<file path="config.mk">
export PLATFORM = sky130hd
export DESIGN_NAME = ps2_host_tx_flat
export DESIGN_NICKNAME = d
export VERILOG_FILES = /design/src/rtl/ps2_host_tx_if.sv /design/src/rtl/ps2_host_tx.sv /design/src/flat_wrapper.sv
export SDC_FILE = /design/constraint.sdc
export NUM_CORES = 1
export LEC_CHECK = 0
export ABC_CLOCK_PERIOD_IN_PS = 3000
export BUFFER_PORTS_ARGS = -buffer_cell sky130_fd_sc_hd__buf_2
export CAP_MARGIN = 10
export CORE_ASPECT_RATIO = 1.4
export CORE_UTILIZATION = 25
export CTS_CLUSTER_SIZE = 24
export DETAILED_ROUTE_END_ITERATION = 6
export GPL_TIMING_DRIVEN = 0
export PLACE_DENSITY = 0.42
export SLEW_MARGIN = 20
export SYNTH_ARGS = -nofsm -noshare
export SYNTH_HDL_FRONTEND = slang
export SYNTH_SLANG_ARGS = --single-unit
</file>
<file path="constraint.sdc">
create_clock -name Clk -period 3 [get_ports Clk]
set_input_delay 0.6 -clock Clk [delete_from_list [all_inputs] [get_ports Clk]]
set_output_delay 0.6 -clock Clk [all_outputs]
set_load 0.005 [all_outputs]
</file>
<file path="src/rtl/ps2_host_tx_if.sv">
// Host-side command interface for the PS/2 host transmitter.
// The master issues a byte with a one-cycle txStart; the slave reports progress and completion.
interface ps2_host_tx_if;
    logic [7:0] txData;
    logic       txStart;
    logic       busy;
    logic       txDone;
    logic       txError;

    modport master (
        output txData,
        output txStart,
        input  busy,
        input  txDone,
        input  txError
    );

    modport slave (
        input  txData,
        input  txStart,
        output busy,
        output txDone,
        output txError
    );
endinterface

</file>
<file path="src/rtl/ps2_host_tx.sv">
// PS/2 host-to-device command transmitter.
// Inhibits the bus, issues the start bit, shifts the byte, parity and stop bit on the
// device-generated clock, then checks the device ACK. Timeout and ACK failures end the
// transfer with txError. Both PS/2 lines are open-drain: this block only ever pulls low.
module ps2_host_tx #(
    parameter int INHIBIT_CYCLES = 5000,
    parameter int START_CYCLES   = 100,
    parameter int TIMEOUT_CYCLES = 750000
) (
    input  logic         Clk,
    input  logic         Reset,
    input  logic         psClk,
    input  logic         psData,
    output logic         psClkDriveLow,
    output logic         psDataDriveLow,
    ps2_host_tx_if.slave host
);
    localparam int MAX_A   = (INHIBIT_CYCLES > START_CYCLES) ? INHIBIT_CYCLES : START_CYCLES;
    localparam int MAX_CYC = (MAX_A > TIMEOUT_CYCLES) ? MAX_A : TIMEOUT_CYCLES;
    localparam int CNT_W   = $clog2(MAX_CYC + 1);

    localparam logic [CNT_W-1:0] INHIBIT_LAST = CNT_W'(INHIBIT_CYCLES - 1);
    localparam logic [CNT_W-1:0] START_LAST   = CNT_W'(START_CYCLES - 1);
    localparam logic [CNT_W-1:0] TIMEOUT_LAST = CNT_W'(TIMEOUT_CYCLES - 1);

    typedef enum logic [2:0] {
        IDLE, INHIBIT, START, SHIFT, ACK, WAIT_IDLE, DONE
    } state_t;

    state_t           state;
    logic             ps_clk_p0, ps_clk_p1, ps_clk_p2;
    logic             ps_data_p0, ps_data_p1;
    logic [CNT_W-1:0] cyc_cnt;
    logic [3:0]       edge_cnt;
    logic [7:0]       tx_byte;
    logic             tx_parity;
    logic             clk_fall;
    logic             timed_out;

    function automatic logic odd_parity(input logic [7:0] d);
        return ~^d;
    endfunction

    // _p1 is the synchronized line; _p2 delays the clock one more cycle for edge detection
    assign clk_fall  = ps_clk_p2 & ~ps_clk_p1;
    // cyc_cnt is restarted on clock release, so it doubles as the transfer timeout
    assign timed_out = (cyc_cnt == TIMEOUT_LAST);

    // Synchronize the raw PS/2 lines; idle-high lines reset to 1 so no false edge appears
    always_ff @(posedge Clk or negedge Reset) begin
        if (!Reset) begin
            ps_clk_p0  <= 1'b1;
            ps_clk_p1  <= 1'b1;
            ps_clk_p2  <= 1'b1;
            ps_data_p0 <= 1'b1;
            ps_data_p1 <= 1'b1;
        end else begin
            ps_clk_p0  <= psClk;
            ps_clk_p1  <= ps_clk_p0;
            ps_clk_p2  <= ps_clk_p1;
            ps_data_p0 <= psData;
            ps_data_p1 <= ps_data_p0;
        end
    end

    // Transfer FSM; all line drives and status outputs are registered here
    always_ff @(posedge Clk or negedge Reset) begin
        if (!Reset) begin
            state          <= IDLE;
            psClkDriveLow  <= 1'b0;
            psDataDriveLow <= 1'b0;
            host.busy      <= 1'b0;
            host.txDone    <= 1'b0;
            host.txError   <= 1'b0;
            cyc_cnt        <= '0;
            edge_cnt       <= '0;
            tx_byte        <= '0;
            tx_parity      <= 1'b0;
        end else begin
            host.txDone <= 1'b0;
            case (state)
                IDLE: begin
                    psClkDriveLow  <= 1'b0;
                    psDataDriveLow <= 1'b0;
                    if (host.txStart) begin
                        tx_byte       <= host.txData;
                        tx_parity     <= odd_parity(host.txData);
                        host.txError  <= 1'b0;
                        host.busy     <= 1'b1;
                        psClkDriveLow <= 1'b1;
                        cyc_cnt       <= '0;
                        state         <= INHIBIT;
                    end
                end
                INHIBIT: begin
                    if (cyc_cnt == INHIBIT_LAST) begin
                        cyc_cnt        <= '0;
                        psDataDriveLow <= 1'b1;
                        state          <= START;
                    end else begin
                        cyc_cnt <= cyc_cnt + 1'b1;
                    end
                end
                START: begin
                    if (cyc_cnt == START_LAST) begin
                        cyc_cnt       <= '0;
                        edge_cnt      <= '0;
                        psClkDriveLow <= 1'b0;
                        state         <= SHIFT;
                    end else begin
                        cyc_cnt <= cyc_cnt + 1'b1;
                    end
                end
                SHIFT, ACK, WAIT_IDLE: begin
                    if (timed_out) begin
                        psClkDriveLow  <= 1'b0;
                        psDataDriveLow <= 1'b0;
                        host.txError   <= 1'b1;
                        host.txDone    <= 1'b1;
                        host.busy      <= 1'b0;
                        state          <= DONE;
                    end else begin
                        cyc_cnt <= cyc_cnt + 1'b1;
                        if (state == SHIFT && clk_fall) begin
                            edge_cnt <= edge_cnt + 1'b1;
                            if (edge_cnt < 4'd8) begin
                                psDataDriveLow <= ~tx_byte[edge_cnt[2:0]];
                            end else if (edge_cnt == 4'd8) begin
                                psDataDriveLow <= ~tx_parity;
                            end else begin
                                psDataDriveLow <= 1'b0;
                                state          <= ACK;
                            end
                        end else if (state == ACK && clk_fall) begin
                            host.txError   <= ps_data_p1;
                            psDataDriveLow <= 1'b0;
                            state          <= WAIT_IDLE;
                        end else if (state == WAIT_IDLE && ps_clk_p1 && ps_data_p1) begin
                            host.txDone <= 1'b1;
                            host.busy   <= 1'b0;
                            state       <= DONE;
                        end
                    end
                end
                DONE: begin
                    state <= IDLE;
                end
                default: begin
                    state <= IDLE;
                end
            endcase
        end
    end
endmodule

</file>
<file path="src/flat_wrapper.sv">
// flat-port wrapper written by rule: the top's interface ports become plain ports
module ps2_host_tx_flat 
#(
    parameter int INHIBIT_CYCLES = 5000,
    parameter int START_CYCLES   = 100,
    parameter int TIMEOUT_CYCLES = 750000
)
  (Clk, Reset, psClk, psData, psClkDriveLow, psDataDriveLow, host_txData, host_txStart, host_busy, host_txDone, host_txError);
  ps2_host_tx_if host_i ();
  input  logic Clk;
  input  logic Reset;
  input  logic psClk;
  input  logic psData;
  output logic psClkDriveLow;
  output logic psDataDriveLow;
  input wire logic [$bits(host_i.txData)-1:0] host_txData;
  input wire logic [$bits(host_i.txStart)-1:0] host_txStart;
  output wire logic [$bits(host_i.busy)-1:0] host_busy;
  output wire logic [$bits(host_i.txDone)-1:0] host_txDone;
  output wire logic [$bits(host_i.txError)-1:0] host_txError;
  assign host_i.txData = host_txData;
  assign host_i.txStart = host_txStart;
  assign host_busy = host_i.busy;
  assign host_txDone = host_i.txDone;
  assign host_txError = host_i.txError;
  ps2_host_tx #(.INHIBIT_CYCLES(INHIBIT_CYCLES), .START_CYCLES(START_CYCLES), .TIMEOUT_CYCLES(TIMEOUT_CYCLES)) u_core (.Clk(Clk), .Reset(Reset), .psClk(psClk), .psData(psData), .psClkDriveLow(psClkDriveLow), .psDataDriveLow(psDataDriveLow), .host(host_i));
endmodule
</file>
Word level (Yosys, flattened, before mapping). Index checks and enable logic that the tools add are counted.

Add/subtract/negate cells: 2. Magnitude comparators: 2. Equal/unequal tests: 23. Muxes and demuxes: 48. Bitwise operators: 4. Reductions and logical operators: 20.

Operators by type and width (number): 20-bit 2-to-1 mux (4); 20-bit case mux with 4 select lines (1); 3-bit 2-to-1 mux (9); 1-bit 2-to-1 mux (24); 20-bit by 1-bit adder with 20-bit output, second input constant (1); 20-bit by 13-bit equality test with 1-bit output, second input constant (1); 20-bit equality test, second input constant (1); 20-bit by 7-bit equality test with 1-bit output, second input constant (1); 4-bit 2-to-1 mux (3); 3-bit case mux with 4 select lines (1); 3-bit AND reduction (3); 2-bit by 1-bit != test with 1-bit output, second input constant (4); 4-bit by 3-bit != test with 1-bit output, second input constant (2); 4-bit case mux with 2 select lines (1); 4-bit AND reduction (2); 8-bit XNOR reduction (1); 3-bit by 2-bit equality test with 1-bit output, second input constant (2); 3-bit equality test, second input constant (2); 3-bit by 1-bit != test with 1-bit output, second input constant (2); 3-bit by 2-bit != test with 1-bit output, second input constant (2); 1-bit case mux with 3 select lines (2); 6-bit AND reduction (1); 3-bit nonzero test (2); 5-bit by 1-bit != test with 1-bit output, second input constant (1); other kinds (18) (26).

Register bits: 46. Input bits: 13. Output and inout bits: 5. Word-level logic and storage cells: 114.

Logic depth before layout (Yosys ltp). Gate-level depths: netlist of run 1.

Word-level depth: 8. Gate-level depth with buffers: 8. Mapped depth without buffers: 7.

Least setup slack after synthesis of run 1. Ideal clock, no wire load.

Kind: reg2reg. Start: register u_core.cyc_cnt[11]. End: register u_core.state[0]. Library setup time: 125 ps. Data arrival time: 2176 ps. Data required time: 2875 ps. Slack: 699 ps. Stages on the path, launching flop included: 8. Path buffers: 1. Clock period less this slack: 2301 ps. Cell sequence: dfrtp_1 > or4_4 > or3_1 > buf_6 > nor2_8 > nor3_2 > nor3_4 > mux2_2.

Longest elaborated chain between the ends: 3. Elaborated cells between the ends (all ways): 11. Classes of those cells: 8 x eq/ne; 2 x mux; 1 x reduce/logical.

Ends and longest elaborated chain: from (decl) (RTL line ps2_host_tx.sv:33) `logic [CNT_W-1:0] cyc_cnt;`; from (signal assigned) (RTL line ps2_host_tx.sv:101) `cyc_cnt <= cyc_cnt + 1'b1;`; from (signal assigned) (RTL line ps2_host_tx.sv:111) `cyc_cnt <= cyc_cnt + 1'b1;`; from (signal assigned) (RTL line ps2_host_tx.sv:123) `cyc_cnt <= cyc_cnt + 1'b1;`; 20-bit equality test (tied with other cells) (RTL line ps2_host_tx.sv:47) `assign timed_out = (cyc_cnt == TIMEOUT_LAST);`; 5-bit by 1-bit != test with 1-bit output (no line) (tied with other cells); 6-bit AND reduction (no line) or 3-bit case mux with 4 select lines (tied branches); to (signal assigned) (RTL line ps2_host_tx.sv:69) `state <= IDLE;`; to (signal assigned) (RTL line ps2_host_tx.sv:92) `state <= INHIBIT;`; to (signal assigned) (RTL line ps2_host_tx.sv:99) `state <= START;`; to (decl) (RTL line ps2_host_tx.sv:30) `state_t state;`.

Parallel ways exist; a longest one is shown, timed or not. A chain may end at the register's enable or synchronous reset.

Final worst setup path of run 1.
Start: register u_core.cyc_cnt[12]. End: register u_core.cyc_cnt[7].

Longest elaborated chain between the ends: 3. Elaborated cells between the ends (all ways): 8. Classes of those cells: 4 x eq/ne; 3 x mux; 1 x reduce/logical.

Ends and longest elaborated chain: 20-bit by 7-bit equality test with 1-bit output (tied with other cells) (RTL line ps2_host_tx.sv:105) `if (cyc_cnt == START_LAST) begin`; 20-bit 2-to-1 mux (tied with other cells) (RTL line ps2_host_tx.sv:105); 20-bit case mux with 4 select lines or 3-bit AND reduction (tied branches).

Parallel ways exist; a longest one is shown, timed or not.

==> impl_metrics.ini, run 1 <==
[critical_path]
cp_num_buf_inv = 1
critPathMaxFanout = 10
reg2reg_to = u_core.cyc_cnt[7]$_DFFE_PN0P_
critPathMaxStageDelay_ps = 680
path_cells = or4b_2 > nor4_1 > a211o_2 > nand3_1 > nor2_2 > buf_4 > nor2_1
cp.required_ps = 3180
reg2reg_depth = 7
r2r_slack_ps = 410
path_delay_family = simple AND/OR/NAND/NOR gates
endpoint_kind = register
crit_path_start_kind = register
cp.arrival_ps = 2760
crit_slowest_cell = or4b_2
rr_startpoint = u_core.cyc_cnt[12]$_DFFE_PN0P_
path_class = register to register

[global_routing]
grt_pass1_vias = 1986
grt_pass1_wl_um = 9870
grt_use_met2 = 0.227
top_usage_layer = met2
grt_usage = 0.124
antenna_found_initial = 0
gr-usage-met3 = 0.0253
gr-usage-met1 = 0.135
grt_max_degree = 47
gr-total-overflow = 0

[clock_tree]
htreeDepth = 2
cts.sinks = 46
clk_latency_ps = 290
post_cts.repair.setup_buffers = 0
clockRootBuffer = clkbuf_16
cts_resized = 0
cts_buffers = 5
clock_path_buffers = 2
cts_hold_buffers = 0
path_clk_slew_ps = 70
cts_tree = done

[floorplanning]
rows = 42
start_util = 0.261
io_pins = 18
dieHeight_um = 121
die_w_um = 86.7
floorplan.die_area_um2 = 10500
core_area_um2 = 9620

[synthesis]
synth_most_common_cell = dfrtp_1
seq_area_frac_synth = 0.461
avgSynthCellArea_um2 = 9.93
syn_inst = 253
netlist.area_leader.share = 0.408
synth_nets = 268
synth_area_leaders = dfrtp_1, mux2_2, dfstp_2, nor2_1, xnor2_1
async_flop_share = 1.00
ys_types = 54
synth_ff_type = dfrtp_1
synth_warnings = 0
ys_ff_latch = 46
syn_area_um2 = 2510
synth_commonest_cells = dfrtp_1, nor2_1, nand2_1, xnor2_1
yosysTopAreaCell = dfrtp_1
synth-edff-count = 0

[layout]
antenna_cells = 0
layout.nets = 292
num-fill-cells = 995
drive_gt1_frac = 0.234
final_cell_count_no_fill = 410
utilization = 0.310
synthToLayoutAreaGrowth_pct = 18.5

[timing]
rsz0062_at_grt = false
worst_pin_slew_ps = 834
min_period_ps = 2590
skew_ps = 8.05
hold_viol_final = 0
finalCritPeriodShare = 0.862
setup_tns_ps = 0
finalSetupViolCount = 0
maxSlewViolCount = 0
slew-limit-headroom = 0.439
timing.fmax_mhz = 387

[placement]
port_buffers = 17
placedCellCount = 402
dp_hpwl_um = 4240
gp_congestion = 0.754

[run]
cap_violations = 0

[route]
routed_wl_um = 5640
wl_per_cell_um = 13.8
drt_iter0_drc = 74
ant_nets = 0
drc = 0
dr.pass1.iters = 4
vias = 1898
routed_via_density = 4.63

[power_and_ir_drop]
p_sw_frac = 0.339
switching_power_uw = 857
p_leak_nw = 1.26
pwr-share-clk = 0.293
pwr_density_cell_nw_per_um2 = 850
power_frac_comb = 0.364
seqPwrFrac = 0.343
intPower_mw = 1.67
power_mw = 2.53
ir_drop_v = 0.000337

[worst_hold_path]
hold_class = input pin to asynchronous set/reset pin

[run_status]
status = finished clean
[cell usage in the layout (no fill, tap or decap), drive strengths merged, types with 5 or more instances in the layout]
master and instances:
dfrtp 41, nor2 34, buf 24, nand2 19
xnor2 13, nand3 12, a21oi 12, mux2 12
nor3 12, xor2 11, clkbuf 11, nand4 6
nor4 6, o21ai 5, dfstp 5, or2 5
[cells by family after synthesis]
kind of cell	count (synthesis)	share of synthesized area
compound gates	33	0.0847
xor+xnor	24	0.0837
fa+ha+maj	2	0.00996
buf+inv	15	0.0284
flops	46	0.461
mux	16	0.0797
simple gates	117	0.253
[worst register-to-register path, cell delays in order (launching register included)]
cell and delay [ps]:
dfrtp_1 440, or4b_2 680, nor4_1 250, a211o_2 240, nand3_1 160, nor2_2 380, buf_4 260, nor2_1 60
[metal layers]
metal	up-vias	part of all wire
li1	945	-
met1	922	0.43
met2	22	0.53
met3	9	0.019
met4	0	0.023
met5	-	0
[how the worst max path moves through the flow]
stage | slack [ps] | from | to | depth (start not counted)
final | 410 | u_core.cyc_cnt[12]$_DFFE_PN0P_ | u_core.cyc_cnt[7]$_DFFE_PN0P_ | 7
after global placement | 240 | host_txStart | u_core.cyc_cnt[17]$_DFFE_PN0P_ | 7
after floorplan | 700 | u_core.cyc_cnt[11]$_DFFE_PN0P_ | u_core.state[0]$_DFFE_PN0P_ | 7
after global routing | 240 | u_core.cyc_cnt[12]$_DFFE_PN0P_ | u_core.cyc_cnt[7]$_DFFE_PN0P_ | 7
after CTS | 350 | u_core.cyc_cnt[12]$_DFFE_PN0P_ | u_core.cyc_cnt[7]$_DFFE_PN0P_ | 7
after detailed placement | 370 | u_core.cyc_cnt[12]$_DFFE_PN0P_ | u_core.cyc_cnt[7]$_DFFE_PN0P_ | 7
[final cells by class]
| class | instances | area, µm² | share of cell area |
|---|---|---|---|
| clock buffers | 6 | 139 | 0.0467 |
| well taps | 132 | 165 | 0.0555 |
| repair buffers | 17 | 87.6 | 0.0294 |
| clock inverters | 2 | 60.1 | 0.0202 |
| plain buffers | 12 | 60.1 | 0.0202 |
| inverters | 3 | 11.3 | 0.00378 |
| flip-flops and latches | 46 | 1160 | 0.389 |
| multi-input cells | 192 | 1300 | 0.435 |
[power by group through the flow]
stage / registers [mW] / clock network (mW) / logic, mW
after floorplan: 0.849 / 0 / 0.715
after detailed placement: 0.884 / 0 / 0.936
final: 0.868 / 0.741 / 0.922
after global routing: 0.893 / 0.788 / 1.03
after global placement: 0.884 / 0 / 0.930
after CTS: 0.874 / 0.764 / 0.939
[metrics by stage]
step	worst slack, ps	hold WS [ps]	instance area, µm²
global placement	243	346	2760
detailed placement	366	348	2780
finish	415	331	2980
CTS	346	357	2970
global route	240	360	2980
floorplan	699	304	2510
[registers in the layout (all words and copies together), names as in the netlist, 3 cells and up]
register / count
u_core.state: 3
u_core.tx_byte: 8
u_core.cyc_cnt: 20
u_core.edge_cnt: 4
(Power assumes the default switching activity.)
==> run 2, diff against run 1 <==
--- a/config.mk
+++ b/config.mk
@@ -9,11 +9,12 @@
 export BUFFER_PORTS_ARGS = -buffer_cell sky130_fd_sc_hd__buf_2
 export CAP_MARGIN = 10
 export CORE_ASPECT_RATIO = 1.4
-export CORE_UTILIZATION = 25
+export CORE_UTILIZATION = 62
+export CTS_BUF_LIST = sky130_fd_sc_hd__clkbuf_4
 export CTS_CLUSTER_SIZE = 24
 export DETAILED_ROUTE_END_ITERATION = 6
 export GPL_TIMING_DRIVEN = 0
-export PLACE_DENSITY = 0.42
+export PLACE_DENSITY = 0.84
 export SLEW_MARGIN = 20
 export SYNTH_ARGS = -nofsm -noshare
 export SYNTH_HDL_FRONTEND = slang
==> impl_metrics.ini, run 2 (synthesis results as in run 1) <==
[clock_tree]
cts.sinks = 46
cts_buffers = 5
cts_hold_buffers = 0
clock_path_buffers = 2
cts_resized = 0
post_cts.repair.setup_buffers = 0
cts_tree = done
path_clk_slew_ps = 120
clk_latency_ps = 350
htreeDepth = 2
clockRootBuffer = clkbuf_4

[route]
routed_wl_um = 5010
drc = 0
ant_nets = 0
vias = 1908
dr.pass1.iters = 4
wl_per_cell_um = 15.6
routed_via_density = 5.94
drt_iter0_drc = 71

[timing]
min_period_ps = 2550
finalCritPeriodShare = 0.849
worst_pin_slew_ps = 876
slew-limit-headroom = 0.411
setup_tns_ps = 0
finalSetupViolCount = 0
hold_viol_final = 0
rsz0062_at_grt = false
finalWorstSetupSlack_ps = 453
skew_ps = 4.45
maxSlewViolCount = 0
timing.fmax_mhz = 393

[critical_path]
critPathMaxStageDelay_ps = 500
critPathMostFrequentCell = nor3_1
critPathMaxFanout = 6
path_class = register to register
crit_slowest_cell = or4_1
path_cells = ha_1 > nand3b_1 > or4_1 > clkbuf_1 > nor3_1 > nor3_1 > nor3_4 > mux2_2
crit_path_start_kind = register
cp.required_ps = 3250
cp.arrival_ps = 2790
endpoint_kind = register

[placement]
gp_congestion = 0.923
dp_hpwl_um = 3740
port_buffers = 17
pre_cts_slack_ps = 360

[power_and_ir_drop]
power_mw = 2.05
ir_drop_v = 0.000589
pwr_density_cell_nw_per_um2 = 755
p_leak_nw = 1.19

[floorplanning]
core_area_um2 = 3920
die_w_um = 55.8
rows = 27
io_pins = 18
floorplan.die_area_um2 = 4310
start_util = 0.641
dieHeight_um = 77.3

[global_routing]
grt_usage = 0.259
antenna_found_initial = 0
grt_pass1_wl_um = 8590
gr-total-overflow = 0
grt_max_degree = 47
grt_pass1_vias = 1937

[worst_hold_path]
hold_class = input pin to asynchronous set/reset pin

[run]
cap_violations = 0

[layout]
layout.nets = 292
largest_register_ffs = 20
top_register = u_core.cyc_cnt
drive_gt1_frac = 0.223
num-fill-cells = 317
antenna_cells = 0
final_common_cell = dfrtp_1
final_cell_mix = dfrtp_1, nor2_1, buf_2, nand2_1, xnor2_1
synthToLayoutAreaGrowth_pct = 8.07
largest_registers = u_core.cyc_cnt x20, u_core.tx_byte x8, u_core.edge_cnt x4

[run_status]
status = finished clean
-- run 2: cell types whose count changed in the layout (fill, tap and decap cells not counted), sizes merged --
cell    before  now
clkbuf      11   10
clkinv       0    3
bufinv       2    0
-- run 2: final timing paths --
check	slack [ps]	to	from	depth (start not counted)
max reg2reg	450	u_core.state[2]$_DFFE_PN0P_	u_core.cyc_cnt[0]$_DFFE_PN0P_	8
min reg2reg	360	u_core.ps_data_p1$_DFF_PN1_	u_core.ps_data_p0$_DFF_PN1_	0
max	450	u_core.state[2]$_DFFE_PN0P_	u_core.cyc_cnt[0]$_DFFE_PN0P_	8
min in group Clk	340	u_core.ps_data_p0$_DFF_PN1_	psData	1
min	230	u_core.tx_byte[1]$_DFFE_PN0P_	Reset	1
max in group asynchronous	2390	u_core.cyc_cnt[7]$_DFFE_PN0P_	Reset	1
-- run 2: layout make-up --
class	count	area, µm²	area share
plain buffers	12	60.1	0.0221
clock buffers	5	37.5	0.0138
clock inverters	3	11.3	0.00415
inverters	3	11.3	0.00415
multi-input cells	192	1300	0.477
flip-flops and latches	46	1160	0.426
well taps	43	53.8	0.0198
repair buffers	17	87.6	0.0323
-- run 2: worst max-delay path, delay by kind of cell (launching register included) --
family / cells / cell delay (ps)
flops: 1 / 450
buf+inv: 1 / 220
simple gates: 5 / 1130
mux: 1 / 350
fa+ha+maj: 1 / 280
-- run 2: metal layers --
layer / share of wire / GRT usage / up-vias
met5: 0 / 0 / -
met2: 0.54 / 0.471 / 35
met1: 0.41 / 0.288 / 917
met3: 0.026 / 0.0455 / 6
met4: 0.022 / 0.118 / 0
li1: - / - / 950
-- run 2: report_power, final --
part / switching, mW / internal, mW
combinational: 0.503 / 0.414
sequential: 0.107 / 0.760
clock: 0.181 / 0.0838
-- run 2: per-stage QoR --
stage,hold slack (ps),utilization,cells,instance area [µm²]
2_1_floorplan,304,-,253,2510
3_3_place_gp,346,0.677,313,2650
3_5_place_dp,348,0.677,313,2650
4_1_cts,314,0.689,321,2700
5_1_grt,259,0.693,321,2720
6_report,229,0.693,321,2720
==> run 3, diff against run 2 <==
--- a/config.mk
+++ b/config.mk
@@ -5,7 +5,7 @@
 export SDC_FILE = /design/constraint.sdc
 export NUM_CORES = 1
 export LEC_CHECK = 0
-export ABC_CLOCK_PERIOD_IN_PS = 3000
+export ABC_CLOCK_PERIOD_IN_PS = 2700
 export BUFFER_PORTS_ARGS = -buffer_cell sky130_fd_sc_hd__buf_2
 export CAP_MARGIN = 10
 export CORE_ASPECT_RATIO = 1.4
==> constraint.sdc (replaced) <==
create_clock -name Clk -period 2.7 [get_ports Clk]
set_input_delay 0.54 -clock Clk [delete_from_list [all_inputs] [get_ports Clk]]
set_output_delay 0.54 -clock Clk [all_outputs]
set_load 0.005 [all_outputs]
==> impl_metrics.ini, run 3 (synthesis results as in run 1) <==
[run_status]
status = finished clean

[power_and_ir_drop]
intPower_mw = 1.40
power_frac_comb = 0.451
seqPwrFrac = 0.422
power_mw = 2.29
ir_drop_v = 0.000598
switching_power_uw = 888
p_sw_frac = 0.387
p_leak_nw = 1.19
pwr-share-clk = 0.128
pwr_density_cell_nw_per_um2 = 842

[clock_tree]
cts.sinks = 46
path_clk_slew_ps = 120
cts_hold_buffers = 0
cts_tree = done
cts_buffers = 5
post_cts.repair.setup_buffers = 0
clockRootBuffer = clkbuf_4
cts_resized = 0
clk_latency_ps = 350
clock_path_buffers = 2
htreeDepth = 2

[critical_path]
path_cells = ha_2 > nand3b_1 > or4_1 > clkbuf_1 > nor3_1 > nor3_1 > nor3_4 > mux2_2
path_class = register to register
endpoint_kind = register
reg2reg_depth = 8
crit_end = u_core.state[2]$_DFFE_PN0P_
rr_startpoint = u_core.cyc_cnt[0]$_DFFE_PN0P_
r2r_slack_ps = 180
crit_path_start_kind = register
critPathMostFrequentCell = nor3_1
crit_start = u_core.cyc_cnt[0]$_DFFE_PN0P_
reg2reg_to = u_core.state[2]$_DFFE_PN0P_
crit_slowest_cell = or4_1
cp.arrival_ps = 2760
cp.required_ps = 2940
critPathMaxStageDelay_ps = 500
critPathMaxFanout = 6

[layout]
top_register = u_core.cyc_cnt
largest_registers = u_core.cyc_cnt x20, u_core.tx_byte x8, u_core.edge_cnt x4
final_cell_count_no_fill = 321
final_cell_mix = dfrtp_1, nor2_1, buf_2, nand2_1, xnor2_1
antenna_cells = 0
final_common_cell = dfrtp_1
layout.nets = 292
drive_gt1_frac = 0.227
largest_register_ffs = 20
synthToLayoutAreaGrowth_pct = 8.37

[run]
cap_violations = 0

[floorplanning]
io_pins = 18
start_util = 0.641
rows = 27
floorplan.die_area_um2 = 4310
core_area_um2 = 3920
dieHeight_um = 77.3
die_w_um = 55.8

[timing]
hold_viol_final = 0
timing.fmax_mhz = 398
finalCritPeriodShare = 0.932
worst_pin_slew_ps = 878
setup_tns_ps = 0
slew-limit-headroom = 0.409
maxSlewViolCount = 0
rsz0062_at_grt = false
min_period_ps = 2520
skew_ps = 3.62
finalSetupViolCount = 0

[global_routing]
antenna_found_initial = 0
grt_usage = 0.259
grt_pass1_wl_um = 8590
gr-total-overflow = 0
grt_max_degree = 47
grt_pass1_vias = 1937

[placement]
placedCellCount = 313
gp_congestion = 0.923
port_buffers = 17
dp_hpwl_um = 3740

[route]
routed_via_density = 6.00
vias = 1926
drt_iter0_drc = 61
drc = 0
routed_wl_um = 4960
dr.pass1.iters = 4
ant_nets = 0
wl_per_cell_um = 15.5

[worst_hold_path]
hold_class = input pin to asynchronous set/reset pin
==> run 3: per-layer routing <==
| layer | global-route usage | share of wire |
|---|---|---|
| met4 | 0.118 | 0.022 |
| met1 | 0.288 | 0.40 |
| met5 | 0 | 0 |
| met3 | 0.0455 | 0.029 |
| met2 | 0.471 | 0.55 |
==> run 3: cell type report <==
class,instances,area (µm²)
Fill cell,318,1200
Inverter,3,11.3
Clock inverter,3,11.3
Sequential cell,46,1160
Tap cell,43,53.8
Buffer,12,60.1
Timing Repair Buffer,17,87.6
Clock buffer,5,37.5
Multi-Input combinational cell,192,1300
==> run 3: how the worst min path moves through the flow <==
stage / to / cells after the start / slack [ps] / startpoint
finish: u_core.tx_byte[1]$_DFFE_PN0P_ / 1 / 170 / Reset
global route: u_core.state[0]$_DFFE_PN0P_ / 1 / 200 / Reset
CTS: u_core.ps_data_p0$_DFF_PN1_ / 1 / 250 / psData
detailed placement: u_core.ps_data_p1$_DFF_PN1_ / 0 / 350 / u_core.ps_data_p0$_DFF_PN1_
global placement: u_core.ps_clk_p1$_DFF_PN1_ / 0 / 350 / u_core.ps_clk_p0$_DFF_PN1_
floorplan: u_core.cyc_cnt[0]$_DFFE_PN0P_ / 0 / 240 / Reset
==> run 3: worst max-delay path: cells and delay by family (launching register included) <==
family	cells	cell delay [ps]
adders and majority gates	1	260
and+or+nand+nor	5	1120
muxes	1	350
buffers and inverters	1	230
DFF	1	460
==> run 3: power groups by stage <==
stage          Combinational [mW]  Clock (mW)  Sequential [mW]
3_5_place_dp                 1.02           0            0.982
6_report                     1.03       0.292            0.966
2_1_floorplan               0.794           0            0.943
5_1_grt                      1.15       0.336            0.986
3_3_place_gp                0.986           0            0.970
4_1_cts                      1.02       0.310            0.967
==> run 3: stage by stage <==
stage	worst slack, ps	area (µm²)	utilization	hold WS [ps]
5_1_grt	11.8	2720	0.695	199
2_1_floorplan	399	2510	-	244
4_1_cts	177	2700	0.689	254
6_report	184	2720	0.695	170
3_3_place_gp	186	2650	0.677	346
3_5_place_dp	120	2650	0.677	348
